$ cat src/rtl/tmr_vote_ctrl.sv
`default_nettype none
// ============================================================================
// Module   : tmr_vote_ctrl
// Brief    : Collects three redundant channels, votes them, tracks faulty ones.
// Revision : 1.0  initial release
// ============================================================================
module tmr_vote_ctrl #(
  parameter int W       = 8,
  parameter int TIMEOUT = 15,
  parameter int ERR_MAX = 3
) (
  input  logic           clk,
  input  logic           rst,
  input  logic [2:0]     in_valid,
  input  logic [3*W-1:0] in_data,
  output logic [2:0]     in_ready,
  output logic           out_valid,
  output logic [W-1:0]   out_data,
  input  logic           out_ready,
  output logic           out_degraded,
  output logic           out_err,
  output logic [2:0]     fault,
  input  logic           clear_fault
);

  localparam int c_tmo_w = $clog2(TIMEOUT + 1);
  localparam int c_err_w = $clog2(ERR_MAX + 1);
  localparam logic [c_tmo_w-1:0] c_tmo_last = c_tmo_w'(TIMEOUT - 1);
  localparam logic [c_err_w-1:0] c_err_max  = c_err_w'(ERR_MAX);

  typedef enum logic [1:0] {
    COLLECT = 2'd0,
    VOTE    = 2'd1,
    OUTPUT  = 2'd2
  } state_t;

  state_t                    r_state;
  logic [2:0]                r_cap;
  logic [W-1:0]              r_data [3];
  logic [c_tmo_w-1:0]        r_tmo;
  logic [2:0][c_err_w-1:0]   r_err_cnt;
  logic [2:0]                r_fault;
  logic                      r_out_valid;
  logic [W-1:0]              r_out_data;
  logic                      r_out_deg;
  logic                      r_out_err;

  logic [2:0]                w_take;
  logic [2:0]                w_cap_nx;
  logic                      w_all_in;
  logic                      w_timeout;
  logic [W-1:0]              w_vote_data;
  logic                      w_vote_deg;
  logic                      w_vote_err;
  logic [2:0][c_err_w-1:0]   w_err_inc;
  logic [2:0][c_err_w-1:0]   w_err_nx;
  logic [2:0]                w_fault_hit;

  assign in_ready     = (r_state == COLLECT && !rst) ? (~r_cap & ~r_fault) : 3'b000;
  assign w_take       = in_valid & in_ready;
  assign w_cap_nx     = r_cap | w_take;
  // An all-faulty set has no healthy channel, so it must never satisfy "all in".
  assign w_all_in     = (w_cap_nx != 3'b000) && ((~r_fault & ~w_cap_nx) == 3'b000);
  assign w_timeout    = (r_cap != 3'b000) && (r_tmo == c_tmo_last);

  assign out_valid    = r_out_valid;
  assign out_data     = r_out_data;
  assign out_degraded = r_out_deg;
  assign out_err      = r_out_err;
  assign fault        = r_fault;

  always_comb begin
    w_vote_data = '0;
    w_vote_deg  = 1'b0;
    w_vote_err  = 1'b0;
    case (r_cap)
      3'b111: w_vote_data = (r_data[0] & r_data[1]) | (r_data[0] & r_data[2]) |
                            (r_data[1] & r_data[2]);
      3'b011: begin
        w_vote_data = r_data[0];
        w_vote_deg  = 1'b1;
        w_vote_err  = (r_data[0] != r_data[1]);
      end
      3'b101: begin
        w_vote_data = r_data[0];
        w_vote_deg  = 1'b1;
        w_vote_err  = (r_data[0] != r_data[2]);
      end
      3'b110: begin
        w_vote_data = r_data[1];
        w_vote_deg  = 1'b1;
        w_vote_err  = (r_data[1] != r_data[2]);
      end
      3'b001: begin
        w_vote_data = r_data[0];
        w_vote_deg  = 1'b1;
      end
      3'b010: begin
        w_vote_data = r_data[1];
        w_vote_deg  = 1'b1;
      end
      3'b100: begin
        w_vote_data = r_data[2];
        w_vote_deg  = 1'b1;
      end
      default: ;
    endcase
  end

  // Two-operand votes leave participant counters untouched, agree or not.
  always_comb begin
    for (int i = 0; i < 3; i++) begin
      w_fault_hit[i] = (r_err_cnt[i] == c_err_max);
      w_err_inc[i]   = w_fault_hit[i] ? r_err_cnt[i] : r_err_cnt[i] + 1'b1;
      w_err_nx[i]    = r_err_cnt[i];
      if (!r_cap[i]) begin
        if (!r_fault[i]) w_err_nx[i] = w_err_inc[i];
      end else if (r_cap == 3'b111) begin
        w_err_nx[i] = (r_data[i] != w_vote_data) ? w_err_inc[i] : '0;
      end
    end
  end

  always_ff @(posedge clk) begin
    if (rst) begin
      r_state     <= COLLECT;
      r_cap       <= 3'b000;
      r_tmo       <= '0;
      r_out_valid <= 1'b0;
      r_out_data  <= '0;
      r_out_deg   <= 1'b0;
      r_out_err   <= 1'b0;
    end else begin
      case (r_state)
        COLLECT: begin
          for (int i = 0; i < 3; i++) begin
            if (w_take[i]) r_data[i] <= in_data[i*W +: W];
          end
          r_cap <= w_cap_nx;
          if (r_cap != 3'b000) r_tmo <= r_tmo + 1'b1;
          if (w_all_in || w_timeout) r_state <= VOTE;
        end
        VOTE: begin
          r_out_valid <= 1'b1;
          r_out_data  <= w_vote_data;
          r_out_deg   <= w_vote_deg;
          r_out_err   <= w_vote_err;
          r_state     <= OUTPUT;
        end
        OUTPUT: begin
          if (out_ready) begin
            r_out_valid <= 1'b0;
            r_cap       <= 3'b000;
            r_tmo       <= '0;
            r_state     <= COLLECT;
          end
        end
        default: r_state <= COLLECT;
      endcase
    end
  end

  always_ff @(posedge clk) begin
    if (rst || clear_fault) begin
      r_err_cnt <= '0;
      r_fault   <= 3'b000;
    end else begin
      if (r_state == VOTE) r_err_cnt <= w_err_nx;
      r_fault <= r_fault | w_fault_hit;
    end
  end

endmodule
`default_nettype wire

$ cat config.mk
export PLATFORM = sky130hd
export DESIGN_NAME = tmr_vote_ctrl
export DESIGN_NICKNAME = d
export VERILOG_FILES = /design/src/rtl/tmr_vote_ctrl.sv
export SDC_FILE = /design/constraint.sdc
export NUM_CORES = 1
export LEC_CHECK = 0
export BUFFER_PORTS_ARGS = -buffer_cell sky130_fd_sc_hd__buf_2
export CORE_UTILIZATION = 31
export CTS_CLUSTER_DIAMETER = 100
export DETAILED_ROUTE_END_ITERATION = 8
export MAX_ROUTING_LAYER = met4
export PLACE_DENSITY_LB_ADDON = 0.1
export SYNTH_ARGS = -nofsm -noshare
export SYNTH_HDL_FRONTEND = slang
export SYNTH_SLANG_ARGS = --single-unit
$ cat constraint.sdc
create_clock -name clk -period 2 [get_ports clk]
set_input_delay 0.4 -clock clk [delete_from_list [all_inputs] [get_ports clk]]
set_output_delay 0.4 -clock clk [all_outputs]
set_load 0.05 [all_outputs]
==> impl_metrics.ini, run 1 <==
[grt]
overflow = 0
grt_start_max_net_pins = 21
antenna_found_initial = 0
grt_pass1_vias = 3124
track_usage = 0.200
grt_pass1_wl_um = 16600

[pwr]
p_seq_frac = 0.468
switching_power_mw = 0.849
p_clk_frac = 0.238
intPower_mw = 1.78
max-vdd-ir-drop_mv = 0.302
p_sw_frac = 0.322
power.leakage_nw = 1.87
power_frac_comb = 0.294
power.density_nw_per_um2 = 577

[floorplanning]
start_util = 0.322
die_w_um = 106
io_pins = 48
core_area_um2 = 10400
die_area_um2 = 11200
die_h_um = 106
num_rows = 37

[setup_path]
cp_max_fo = 10
slowest_delay_ns = 0.40
critPathSlowestCell = dfxtp_4
cp.arrival_ns = 2.26
worst-setup-path-type = flip-flop to flip-flop
cp_num_buf_inv = 3
crit_family = compound AO/OA/AOI/OAI gates
worstSetupStartpointType = flip-flop
cpMostUsedCell = buf_4
cp_data_required_time_ns = 2.21
crit_chain = buf_12 -> nand3_1 -> buf_4 -> a21oi_1 -> o21a_1 -> o221ai_2 -> o41ai_2 -> buf_4 -> nor2_1
cp-end-kind = flip-flop

[detailed_routing]
vias = 3269
ant_nets = 0
drc = 0
wirelength_um = 10700
first_pass_iters = 4
drt_iter0_drc = 178
viasPerCell = 5.18
post_drt_wl_per_cell_um = 17.0

[layout]
multi_input_area_um2 = 2050
fillCellCount = 1076
fin_cells = 631
layout.nets = 535
regArea_um2 = 1310
diodes = 0
final_common_cell = buf_4
syn2layout_area_growth_pct = 36.6
layout_common_cells = buf_4, nor2_1, buf_2
fin_area_um2 = 4560
layout-drive-gt1-share = 0.374

[run_status]
outcome = complete, but fails checks
violations = setup timing

[sta]
final-setup-viol-count = 2
worst_pin_slew_ns = 0.433
maxSlewViolCount = 0
hold_viol = 0
fin_crit_sh = 1.02
whs_ns = 0.257
postLayoutSetupSlackWorst_ns = -0.0478
fmax_mhz = 488
max_slew_margin = 0.709
min_period_ns = 2.05
rsz0062_at_grt = yes
skew_ns = 0.0129

[placed_design]
io_buffer_count = 47
place_area_um2 = 4210
pre_cts_ws_ns = -0.138
place_inst = 617
dp_hpwl_um = 8210
place.gp.congestion = 0.875

[cts]
tritoncts = yes
cts.sinks = 53
numCtsBuffers = 5
cts_root_buf = clkbuf_8
clkTransAtPathRegs_ns = 0.11
cts.path.max_buffers = 2
clock_latency_ns = 0.32
htree_levels = 2

[synthesis]
async_flop_share = 0
yosysWarnings = 0
ys_seq_elements = 53
synthTopCellsByArea = edfxtp_1, dfxtp_1, nor2_1
synth-edff-count = 24
synth_top_area_cell = edfxtp_1
syn_avg_cell_area_um2 = 8.68
synth_top_area_frac = 0.216
synth_fp_nets = 426
netlist_instances = 385
synth_cell_types = 55
syn-cell-area_um2 = 3340
synth_ff_type = dfxtp_1
synth_seq_area_share = 0.390

[run]
cap_violations = 0

[min_path]
min_path_type = input pin to flip-flop
==> flip-flops by register name, summed over array words and instances, names as in the netlist <==
signal        flops
out_data          8
out_valid         1
r_data           24
fault             3
r_state           2
out_degraded      1
out_err           1
r_cap             3
r_err_cnt         6
r_tmo             4
==> per-layer routing <==
layer | wire [µm] | vias to the layer above | part of all wire | global-route usage
met5 | 0 | - | 0 | -
met4 | 97 | 0 | 0.0090 | 0.0347
met3 | 245 | 9 | 0.023 | 0.0241
met2 | 5080 | 53 | 0.47 | 0.330
met1 | 5330 | 1565 | 0.50 | 0.266
li1 | - | 1642 | - | -
==> path summary, 6_finish.rpt <==
path / slack [ns] / end / start / cells after the start
worst min register to register: 0.46 / out_valid / out_valid / 2
worst max register to register: -0.05 / r_err_cnt[1] / r_cap[1] / 9
worst min-delay path: 0.26 / r_data[0][12] / in_data[12] / 1
worst max-delay path: -0.05 / r_err_cnt[1] / r_cap[1] / 9
==> power by group through the flow <==
stage                     Combinational [mW]  Clock [mW]  Sequential [mW]
final                                  0.775       0.627             1.23
after detailed placement               0.701           0             1.25
after CTS                              0.730       0.644             1.23
after floorplan                        0.393           0             1.28
after global placement                 0.704           0             1.25
after global routing                   0.837       0.686             1.24
==> synthesized netlist by cell type, drive strengths merged, types with 5 or more instances <==
| library cell | count |
|---|---|
| a21o | 8 |
| nor4 | 8 |
| nor2 | 54 |
| clkbuf | 8 |
| nand3b | 9 |
| a22o | 6 |
| o21ai | 17 |
| dfxtp | 29 |
| nand2 | 16 |
| nor3 | 27 |
| a21oi | 40 |
| nand4 | 5 |
| nand2b | 5 |
| buf | 17 |
| mux2i | 9 |
| a21bo | 6 |
| o21a | 7 |
| edfxtp | 24 |
| xor2 | 11 |
| ha | 10 |
| nand3 | 11 |
| inv | 9 |
==> metrics by stage <==
step	power, mW	TNS (ns)	utilization
final	2.63	-0.0945	0.440
after global routing	2.76	-0.483	0.440
after CTS	2.60	-0.120	0.423
after detailed placement	1.95	-0.456	0.406
after global placement	1.95	-0.528	0.406
after floorplan	1.67	-1.09	-
==> cells by family after synthesis <==
kind of cell,after synthesis,share of synthesized area
flip-flops,53,0.390
XOR/XNOR,14,0.0367
AND/OR/NAND/NOR,149,0.219
multiplexers,9,0.0270
buffers and inverters,34,0.0521
adder cells (fa/ha/maj),10,0.0375
AO/OA/AOI/OAI,116,0.238
==> worst register-to-register path, stage by stage (launching register included) <==
cell and delay [ns]:
dfxtp_4 0.40, buf_12 0.13, nand3_1 0.11, buf_4 0.20, a21oi_1 0.22, o21a_1 0.20
o221ai_2 0.11, o41ai_2 0.35, buf_4 0.18, nor2_1 0.04
==> area by class of cell <==
| cell class | count | area share |
|---|---|---|
| inverter | 9 | 0.00740 |
| tap | 136 | 0.0373 |
| clock inverter | 3 | 0.00356 |
| clock buffer | 5 | 0.0151 |
| multi-input combinational | 298 | 0.450 |
| sequential | 53 | 0.287 |
| timing repair buffer | 127 | 0.200 |
==> what timing repair did <==
action	in CTS	in global routing
endpoints found under the setup margin	9	10
resized for setup	22	30
hold buffers	0	0
gates cloned	0	1
setup buffers	2	3
pin swaps	12	17
Note: power is estimated with default switching activity, not from simulation.
==> inputs of run 2 (changes only) <==
BUFFER_PORTS_ARGS = -buffer_cell sky130_fd_sc_hd__buf_4   (was -buffer_cell sky130_fd_sc_hd__buf_2)
TNS_END_PERCENT = 50   (was not set)
==> run 2 against run 1 <==
Net effect:
- the run still ends with setup timing left
- critical path type unchanged
- utilization is 2.3 points higher
- worst setup slack got worse by 0.012 ns
- via count grew 4.9%
- clock skew shrank 0.00064 ns
- sequential cell count did not move
- cell count up 1.9%
- critical path depth down 2
- critical endpoint unchanged
- register-to-register slack barely moved
- die area unchanged
- fmax shrank 0.57%
==> impl_metrics.ini, run 2 (synthesis gave the netlist of run 1 again) <==
[run_status]
outcome = complete, but fails checks
violations = setup timing

[floorplanning]
core_area_um2 = 10400
die_area_um2 = 11200
io_pins = 48
die_h_um = 106
die_w_um = 106
start_util = 0.322
num_rows = 37

[setup_path]
cp_max_fo = 3
worst-setup-path-type = flip-flop to flip-flop
slowest_delay_ns = 0.43
crit_chain = ha_2 -> or3_4 -> o21bai_1 -> o2111ai_2 -> o41ai_2 -> buf_4 -> nor2_1
cp.arrival_ns = 2.27
worstSetupStartpointType = flip-flop
reg2reg_depth = 7
timing.rr.start = r_data[0][4]
rr_endpoint = r_err_cnt[1]
cp_data_required_time_ns = 2.21
cp-end-kind = flip-flop
critPathSlowestCell = edfxtp_1
ff2ff_setup_slack_ns = -0.06

[run]
cap_violations = 0

[sta]
whs_ns = 0.253
skew_ns = 0.0122
min_period_ns = 2.06
rsz0062_at_grt = yes
max_slew_margin = 0.689
fin_crit_sh = 1.03
postLayoutSetupSlackWorst_ns = -0.0595
fmax_mhz = 486
final-setup-viol-count = 5
worst_pin_slew_ns = 0.462
hold_viol = 0
maxSlewViolCount = 0

[detailed_routing]
post_drt_wl_per_cell_um = 18.1
drc = 0
first_pass_iters = 5
viasPerCell = 5.33
vias = 3428
ant_nets = 0
drt_iter0_drc = 166
wirelength_um = 11600

[layout]
top_register = r_data
final_common_cell = buf_4
fin_area_um2 = 4800
utilization = 0.463
layout.nets = 547
diodes = 0
layout_common_cells = buf_4, nor2_1, a21oi_1
syn2layout_area_growth_pct = 43.7
largest_reg_flops = 24
layout-drive-gt1-share = 0.383

[grt]
grt_pass1_vias = 3289
overflow = 0
grt_pass1_wl_um = 18000
track_usage = 0.218
antenna_found_initial = 0
grt_start_max_net_pins = 17

[cts]
clkTransAtPathRegs_ns = 0.10
tritoncts = yes
cts.path.max_buffers = 2
htree_levels = 2
numCtsBuffers = 5
cts_root_buf = clkbuf_8
cts-hold-fix-buffers = 0
cts.sinks = 53
clock_latency_ns = 0.32

[placed_design]
dp_hpwl_um = 8880
place.gp.congestion = 0.907
pre_cts_ws_ns = -0.240
io_buffer_count = 47
place_area_um2 = 4380

[min_path]
hold-path-endpoint = r_data[0][22]
hold_depth = 1
min_path_type = input pin to flip-flop
hp-start = in_data[22]

[pwr]
power.density_nw_per_um2 = 588
power.leakage_nw = 1.99
fin_total_pwr_mw = 2.82
max-vdd-ir-drop_mv = 0.322
## run 2: through the flow
stage,cells,setup TNS [ns]
6_report,643,-0.153
3_5_place_dp,626,-1.30
3_3_place_gp,626,-1.34
2_1_floorplan,385,-1.09
4_1_cts,640,-0.413
5_1_grt,643,-0.646
## run 2: critical path, delay by kind of cell (launching register included)
family,cells,cell delay (ns)
buffers and inverters,1,0.18
AND/OR/NAND/NOR,2,0.43
adder cells (fa/ha/maj),1,0.21
AO/OA/AOI/OAI,3,0.70
flip-flops,1,0.43
## run 2: what timing repair did
item | 4_1_cts | 5_1_grt
pin swaps | 15 | 10
gates resized for setup | 28 | 24
endpoints found under the setup margin | 8 | 10
hold endpoints to repair | 0 | 0
setup buffers | 7 | 3
## run 2: worst max path at each step
stage	startpoint	end	slack (ns)	depth (start not counted)
floorplan	rst	in_ready[0]	-0.39	3
global placement	r_data[0][20]	r_err_cnt[3]	-0.26	8
detailed placement	r_data[0][5]	r_err_cnt[3]	-0.24	7
CTS	r_cap[2]	r_err_cnt[1]	-0.12	9
global route	r_cap[2]	r_err_cnt[1]	-0.14	11
finish	r_data[0][4]	r_err_cnt[1]	-0.06	7
## run 2: final cells by class
type / count / area [µm²]
flip-flops and latches: 53 / 1310
well taps: 136 / 170
clock buffers: 7 / 119
clock inverters: 1 / 5.00
fillers: 1029 / 5570
repair buffers: 139 / 1080
inverters: 9 / 33.8
multi-input cells: 298 / 2080
## run 2: report_power, final
part,internal [mW],switching [mW],total (mW),leakage (nW)
combinational,0.382,0.431,0.812,1.47
clock,0.397,0.380,0.778,0.0645
sequential,1.18,0.0482,1.23,0.461
## run 2: metal layers
metal / vias to the layer above / GRT usage / wire length [µm]
met5: - / - / 0
met1: 1657 / 0.285 / 5360
met3: 20 / 0.0278 / 412
li1: 1659 / - / -
met4: 0 / 0.0516 / 268
met2: 92 / 0.358 / 5580
